<file path="config.mk">
export PLATFORM = sky130hd
export DESIGN_NAME = mm_bypass_arbiter
export DESIGN_NICKNAME = d
export VERILOG_FILES = /design/src/rtl/mm_bypass_arbiter.sv
export SDC_FILE = /design/constraint.sdc
export NUM_CORES = 1
export LEC_CHECK = 0
export ABC_AREA = 1
export BUFFER_PORTS_ARGS = -buffer_cell sky130_fd_sc_hd__buf_2
export CORE_AREA = 3 3 158 160
export CTS_BUF_LIST = sky130_fd_sc_hd__clkbuf_2 sky130_fd_sc_hd__clkbuf_4 sky130_fd_sc_hd__clkbuf_8
export CTS_CLUSTER_SIZE = 30
export DETAILED_ROUTE_END_ITERATION = 10
export DIE_AREA = 0 0 161 163
export HOLD_SLACK_MARGIN = 0.15
export RECOVER_POWER = 100
export SKIP_CTS_REPAIR_TIMING = 1
export SYNTH_ARGS = -nofsm -noshare
export SYNTH_HDL_FRONTEND = slang
export SYNTH_SLANG_ARGS = --single-unit
</file>
<file path="constraint.sdc">
create_clock -name clock -period 2.6 [get_ports clock]
set_input_delay 0.13 -clock clock [delete_from_list [all_inputs] [get_ports clock]]
set_output_delay 0.13 -clock clock [all_outputs]
set_load 0.03 [all_outputs]
</file>
<file path="src/rtl/mm_bypass_arbiter.sv">
// Round-robin arbiter sharing one main-memory bypass port among NUM_REQ L1
// bypass requesters; one transaction in flight, with a sticky response watchdog.
module mm_bypass_arbiter #(
  parameter int NUM_REQ        = 2,
  parameter int ADDRESS_WIDTH  = 32,
  parameter int DATA_WIDTH     = 32,
  parameter int MSG_BITS       = 3,
  parameter logic [MSG_BITS-1:0] NO_REQ   = 3'd0,
  parameter logic [MSG_BITS-1:0] R_REQ    = 3'd1,
  parameter logic [MSG_BITS-1:0] WB_REQ   = 3'd2,
  parameter logic [MSG_BITS-1:0] MEM_RESP = 3'd4,
  parameter logic [MSG_BITS-1:0] MEM_ACK  = 3'd5,
  parameter int TIMEOUT_CYCLES = 1024
) (
  input  logic                               clock,
  input  logic                               reset,
  input  logic [NUM_REQ*MSG_BITS-1:0]        req_msg,
  input  logic [NUM_REQ*ADDRESS_WIDTH-1:0]   req_address,
  input  logic [NUM_REQ*DATA_WIDTH-1:0]      req_data,
  output logic [NUM_REQ*MSG_BITS-1:0]        resp_msg,
  output logic [NUM_REQ*ADDRESS_WIDTH-1:0]   resp_address,
  output logic [NUM_REQ*DATA_WIDTH-1:0]      resp_data,
  output logic [MSG_BITS-1:0]                arb2mm_msg,
  output logic [ADDRESS_WIDTH-1:0]           arb2mm_address,
  output logic [DATA_WIDTH-1:0]              arb2mm_data,
  input  logic [MSG_BITS-1:0]                mm2arb_msg,
  input  logic [ADDRESS_WIDTH-1:0]           mm2arb_address,
  input  logic [DATA_WIDTH-1:0]              mm2arb_data,
  output logic [NUM_REQ-1:0]                 grant,
  output logic                               busy,
  output logic                               timeout_err
);

  localparam int PW = (NUM_REQ > 1) ? $clog2(NUM_REQ) : 1;
  localparam int CW = (TIMEOUT_CYCLES > 1) ? $clog2(TIMEOUT_CYCLES + 1) : 1;
  localparam logic [CW-1:0] WD_LIMIT = CW'(TIMEOUT_CYCLES);

  typedef enum logic [1:0] {IDLE, ISSUE, RESP} state_t;

  state_t                    state_reg, state_next;
  logic [PW-1:0]             rr_ptr_reg;
  logic [PW-1:0]             owner_reg;
  logic [PW-1:0]             win_idx;
  logic                      win_found;
  logic [NUM_REQ-1:0]        req_valid;
  logic [NUM_REQ-1:0]        grant_reg;
  logic [MSG_BITS-1:0]       out_msg_reg;
  logic [MSG_BITS-1:0]       exp_resp_reg;
  logic [ADDRESS_WIDTH-1:0]  out_addr_reg;
  logic [DATA_WIDTH-1:0]     out_data_reg;
  logic [DATA_WIDTH-1:0]     rd_data_reg;
  logic [CW-1:0]             wd_cnt_reg;
  logic                      timeout_reg;
  logic [MSG_BITS-1:0]       owner_msg;
  logic [MSG_BITS-1:0]       win_msg;
  logic                      resp_match;

  for (genvar gi = 0; gi < NUM_REQ; gi++) begin : g_req
    assign req_valid[gi] = (req_msg[gi*MSG_BITS +: MSG_BITS] == R_REQ) ||
                           (req_msg[gi*MSG_BITS +: MSG_BITS] == WB_REQ);

    // Only the owner slice carries a response, and only while in RESP.
    assign resp_msg[gi*MSG_BITS +: MSG_BITS] =
      (state_reg == RESP && grant_reg[gi]) ? exp_resp_reg : NO_REQ;
    assign resp_address[gi*ADDRESS_WIDTH +: ADDRESS_WIDTH] =
      (state_reg == RESP && grant_reg[gi]) ? out_addr_reg : '0;
    assign resp_data[gi*DATA_WIDTH +: DATA_WIDTH] =
      (state_reg == RESP && grant_reg[gi]) ? rd_data_reg : '0;
  end

  // First valid requester at or after rr_ptr, wrapping around.
  always_comb begin
    win_found = 1'b0;
    win_idx   = '0;
    for (int k = 0; k < NUM_REQ; k++) begin
      if (!win_found && req_valid[(int'(rr_ptr_reg) + k) % NUM_REQ]) begin
        win_found = 1'b1;
        win_idx   = PW'((int'(rr_ptr_reg) + k) % NUM_REQ);
      end
    end
  end

  assign win_msg    = req_msg[int'(win_idx)*MSG_BITS +: MSG_BITS];
  assign owner_msg  = req_msg[int'(owner_reg)*MSG_BITS +: MSG_BITS];
  assign resp_match = (mm2arb_msg == exp_resp_reg) && (mm2arb_address == out_addr_reg);

  always_comb begin
    state_next = state_reg;
    case (state_reg)
      IDLE:    if (win_found)            state_next = ISSUE;
      ISSUE:   if (resp_match)           state_next = RESP;
      RESP:    if (owner_msg == NO_REQ)  state_next = IDLE;
      default:                           state_next = IDLE;
    endcase
  end

  always_ff @(posedge clock or negedge reset) begin
    if (!reset) begin
      state_reg    <= IDLE;
      rr_ptr_reg   <= '0;
      owner_reg    <= '0;
      grant_reg    <= '0;
      out_msg_reg  <= NO_REQ;
      exp_resp_reg <= NO_REQ;
      out_addr_reg <= '0;
      out_data_reg <= '0;
      rd_data_reg  <= '0;
      wd_cnt_reg   <= '0;
      timeout_reg  <= 1'b0;
    end else begin
      state_reg <= state_next;
      case (state_reg)
        IDLE: begin
          if (win_found) begin
            owner_reg    <= win_idx;
            grant_reg    <= NUM_REQ'(1) << win_idx;
            out_msg_reg  <= win_msg;
            out_addr_reg <= req_address[int'(win_idx)*ADDRESS_WIDTH +: ADDRESS_WIDTH];
            out_data_reg <= req_data[int'(win_idx)*DATA_WIDTH +: DATA_WIDTH];
            exp_resp_reg <= (win_msg == R_REQ) ? MEM_RESP : MEM_ACK;
          end
        end
        ISSUE: begin
          if (resp_match) begin
            out_msg_reg <= NO_REQ;
            rd_data_reg <= (exp_resp_reg == MEM_RESP) ? mm2arb_data : '0;
          end
        end
        RESP: begin
          if (owner_msg == NO_REQ) begin
            grant_reg  <= '0;
            rr_ptr_reg <= (owner_reg == PW'(NUM_REQ - 1)) ? '0 : owner_reg + PW'(1);
          end
        end
        default: ;
      endcase

      // Watchdog counts completed ISSUE cycles and saturates at the limit.
      if (state_reg == ISSUE && !resp_match) begin
        if (wd_cnt_reg != WD_LIMIT) wd_cnt_reg <= wd_cnt_reg + CW'(1);
      end else begin
        wd_cnt_reg <= '0;
      end
      if (TIMEOUT_CYCLES != 0 && state_reg == ISSUE && (wd_cnt_reg + CW'(1)) == WD_LIMIT)
        timeout_reg <= 1'b1;
    end
  end

  assign arb2mm_msg     = out_msg_reg;
  assign arb2mm_address = out_addr_reg;
  assign arb2mm_data    = out_data_reg;
  assign grant          = grant_reg;
  assign busy           = (state_reg != IDLE);
  assign timeout_err    = timeout_reg;

endmodule

</file>
======== Word-level counts from Yosys, hierarchy flattened ========
Cells that the tools add are included.
word-level totals
  bits in registers ....................... 120
  input bits .............................. 203
  output and inout port bits .............. 205
  word-level logic and storage cells ...... 90
cells by class
  $add $sub $neg .......................... 3
  multiply operators ...................... 2
  order comparisons ....................... 2
  equality and inequality tests ........... 16
  shifts and indexed selects .............. 5
  muxes and demuxes ....................... 29
  bitwise logic cells ..................... 1
  reductions and logical operators ........ 21
operators by type and width
  kind                                              count
  2-to-1 mux 32 bit                                 5
  variable part select 64 x 7 -> 32 bit             2
  == test 32 bit                                    1
  2-to-1 mux 11 bit                                 2
  2-to-1 mux 3 bit                                  4
  variable part select 6 x 4 -> 3 bit               2
  adder 11 x 1 -> 11 bit, second input constant     1
  == test 11 bit, second input constant             1
  2-to-1 mux 1 bit                                  11
  != test 11 bit, second input constant             1
  == test 3 x 1 -> 1 bit, second input constant     3
  AND reduction 3 bit                               3
  2-to-1 mux 2 bit                                  4
  == test 3 x 2 -> 1 bit, second input constant     2
  logical AND 1 bit                                 6
  multiplier 1 x 2 -> 3 bit, second input constant  2
  case mux 2 bit (3 select lines)                   1
  case mux 3 bit (2 select lines)                   1
  AND reduction 2 bit                               3
  nonzero test 2 bit                                3
  != test 2 x 1 -> 1 bit, second input constant     2
  != test 2 bit, second input constant              2
  case mux 2 bit (2 select lines)                   1
  == test 3 bit                                     1
  other kinds (12)                                  15

======== Longest topological paths before layout ========
  depth after elaboration ................. 12
  mapped depth ............................ 13
  mapped depth without buffers ............ 11

======== Worst setup path before layout ========
OpenSTA, ideal clock, no wires.
  path kind ............................... register -> register
  start ................................... register out_addr_reg[9], in the netlist arb2mm_address[9]
  end ..................................... register rd_data_reg[10]
  library setup time ...................... 117 ps
  arrival time ............................ 1608 ps
  data required time ...................... 2483 ps
  setup slack ............................. 875 ps
  stages on the path, launching flop included .. 14
  path buffers ............................ 2
  period minus slack after synthesis ...... 1725 ps
  cell sequence ........................... dfrtp_1 > inv_1 > nand2_1 > nand2_1 > nor2_1 > nand2_1 > nor2_1 > nand2_1 > nor2_4 > nand3_2 > buf_6 > buf_6 > nand2_2 > o21ai_2
on the way
  word-level cells in the longest chain between the ends .. 3
ends and longest elaborated chain
  what                                  RTL line  RTL
  from (decl)                           49        logic [ADDRESS_WIDTH-1:0] out_addr_reg;
  from (signal assigned)                118       out_addr_reg <= req_address[int'(win_idx)*ADDRESS_WIDTH +: ADDRESS_WIDTH];
  == test 32 bit                        85        assign resp_match = (mm2arb_msg == exp_resp_reg) && (mm2arb_address == out_addr_reg);
  logical AND 1 bit                     85
  AND reduction 2 bit (no source line)  --
  to (signal assigned)                  126       rd_data_reg <= (exp_resp_reg == MEM_RESP) ? mm2arb_data : '0;
  to (decl)                             51        logic [DATA_WIDTH-1:0] rd_data_reg;
Every way passes these cells.
A chain may end at the register's enable or synchronous reset.

======== Worst setup path in the final report ========
  start ................................... register state_reg[1]
  end ..................................... output port resp_address[42]
on the way
  word-level cells in the longest chain between the ends .. 3
ends and longest elaborated chain
  what                    RTL line  RTL
  from (decl)             40        state_t state_reg, state_next;
  from (signal assigned)  111       state_reg <= state_next;
  == test 2 bit           66        (state_reg == RESP && grant_reg[gi]) ? out_addr_reg : '0;
  logical AND 1 bit       66
  2-to-1 mux 32 bit       66
  to (decl)               21        output logic [NUM_REQ*ADDRESS_WIDTH-1:0] resp_address,
Every way passes these cells.

==> impl_metrics.tcl <==
set metrics [dict create \
    status "completed" \
    finalHoldViolations 0 \
    fin_skew_ns 0.0160 \
    worst_setup_path_start_kind "register" \
    critPathKind "register to primary output" \
    die_h_microns 163 \
    grt_max_degree 100 \
    cp_data_arrival_time_ns 2.26 \
    worstSkewPairLatency_ns 0.44 \
    synth_cells 950 \
    wl_per_cell_microns 15.3 \
    p_leak_nw 5.30 \
    antenna_found_initial 2 \
    finalMaxSlewViolations 0 \
    min_path_type "input pin to register" \
    area_delta_synth_final_pct 61.4 \
    die_x_microns 161 \
    synth.distinct_cells 33 \
    rsz0062_at_grt "no" \
    cts_sinks 119 \
    cap_viol_max_count 0 \
    initial_core_util 0.282 \
    synth_top_area_cell "dfrtp_1" \
    crit_top_cell "nor2_1" \
    ir_worst_vdd_mv 0.515 \
    power_density_nw_per_um2 770 \
    r2r_setup_slack_ns 0.37 \
    total_power_mw 8.25 \
    yosys_warnings 0 \
    fmax_ghz 0.418 \
    dp_hpwl_mm 19.0 \
    core_sq_um 23500 \
    required_ns 2.47 \
    clkTransAtPathRegs_ns 0.09 \
    yosysSeqAreaShare 0.448 \
    rows 56 \
    cts_tree "done" \
    die_area_sq_um 26200 \
    track_usage 0.185 \
    io_pins 408 \
    r2r_end "arb2mm_data[27]$_DFFE_PN0P_" \
    cts_buffers 17 \
    layout_common_cells "nor2_1 (237), nand2_1 (207), buf_2 (205)" \
    overflow 0 \
    max_stage_delay_ns 0.38 \
    r2r-start "state_reg[0]$_DFFE_PN0P_" \
    fin_tns_setup_ns 0 \
    syn_area_sq_um 6640 \
    min_from "req_msg[2]" \
    grt_pass1_wl_mm 38.7 \
    vias 8154 \
    clockRootBuffer "clkbuf_8" \
    period_minus_slack_ns 2.39 \
    path_buf_inv 3 \
    gp_congestion 0.844 \
    cp_slowest_cell "nand2_2" \
    crit_family "simple AND/OR/NAND/NOR gates" \
    ys_ff_latch 119 \
    cp-end-kind "primary output" \
    cp_cell_sequence "inv_1 > nor2_1 > nand2_2 > buf_12 > nor2_1 > clkbuf_2" \
    avgViaCountPerCell 4.47 \
    drc_errors 0 \
    hold_depth 3 \
    grt_pass1_vias 7116 \
    whs_endpoint "state_reg[1]$_DFFE_PN0P_" \
    h-tree-depth 4 \
    ant_nets 0 \
    setup_violations 0 \
    netlist.area_leader.share 0.448 \
    drt_iter0_drc 481 \
    cp_max_fo 44 \
    synth_area_leaders "dfrtp_1 (45%), nor2_1 (13%), nand2_1 (12%), o21ai_0 (7.6%), inv_1 (5.1%)" \
    finalCritPeriodShare 0.919 \
    drt-total-wl_mm 27.9 \
    max_slew_margin 0.0898 \
    final_common_cell "nor2_1" \
    finalNetCount 1697 \
    final_layout_size_suffix_gt1_frac 0.241 \
    clock_path_buffers 2 \
    rr_worst_depth 6 \
    firstDrtPassIters 7 \
    port_buffers 405 \
    worst-slew-pin-transition_ns 1.37 \
    fillers 2415 \
    postSynthAreaPerCell_sq_um 6.99 \
]
## through the flow
step,instance area [sq um],hold WS (ns),setup WS [ns],utilization,std cells
floorplan,6640,-0.166,0.875,-,951
global placement,8940,0.112,0.454,0.380,1630
detailed placement,8940,0.127,0.440,0.380,1630
CTS,9330,-0.368,0.192,0.396,1662
global route,10700,0.191,0.0439,0.455,1824
finish,10700,0.208,0.210,0.455,1824
## kinds of logic (layout without fill, tap and decap cells)
group | count (synthesis) | count (layout) | synth area share
XOR/XNOR | 14 | 14 | 0.0185
buffers and inverters | 162 | 715 | 0.0987
AO/OA/AOI/OAI | 175 | 175 | 0.146
other | 1 | 3 | 0.000565
adder cells (fa/ha/maj) | 3 | 3 | 0.00565
AND/OR/NAND/NOR | 476 | 476 | 0.282
flip-flops | 119 | 119 | 0.448
## how the worst max path moves through the flow
stage                                   from  cells after the start  slack (ns)                             to
2_1_floorplan  arb2mm_address[9]$_DFFE_PN0P_                     13        0.87    rd_data_reg[10]$_DFFE_PN0P_
6_report            state_reg[1]$_DFFE_PN0P_                      6        0.21               resp_address[42]
3_5_place_dp        state_reg[0]$_DFFE_PN0P_                      6        0.44  arb2mm_address[0]$_DFFE_PN0P_
3_3_place_gp        state_reg[0]$_DFFE_PN0P_                      6        0.45  arb2mm_address[0]$_DFFE_PN0P_
5_1_grt             state_reg[1]$_DFFE_PN0P_                      6        0.04               resp_address[32]
4_1_cts             state_reg[1]$_DFFE_PN0P_                      6        0.19               resp_address[32]
## routing by layer
metal  track usage  share of wire  vias to the layer above
li1              -              -                     4040
met2         0.309           0.48                      376
met4        0.0571          0.025                        2
met5             0        0.00047                        -
met1         0.234           0.42                     3684
met3        0.0529          0.071                       52
## synth_stat cells (all sizes together)
master,count
xor2,8
o31ai,1
conb,1
dfrtp,119
xnor2,6
clkbuf,34
nand3,14
nor3,4
o22ai,32
nand4,4
buf,21
o21ai,138
nor2,238
ha,3
a21oi,4
nand3b,1
nor4,1
inv,107
nand2,211
or2,3
## tightest hold or removal path: cells and delay by family
family	cells	cell delay, ns
compound gates	2	0.38
buf+inv	1	0.09
## power breakdown
part | internal [mW] | switching [mW]
sequential | 2.43 | 0.454
combinational | 1.05 | 2.60
clock | 0.797 | 0.920
total | 4.28 | 3.97
## area by class of cell
cell class              instances  area [sq um]  area share
flip-flops and latches        119          2980       0.278
diodes                          1          2.50    0.000233
clock inverters                15           158      0.0147
repair buffers                576          3580       0.334
clock buffers                  17           234      0.0218
inverters                     107           402      0.0375
multi-input cells             670          2960       0.276
well taps                     319           399      0.0372
Note: power is estimated with default switching activity, not from simulation.
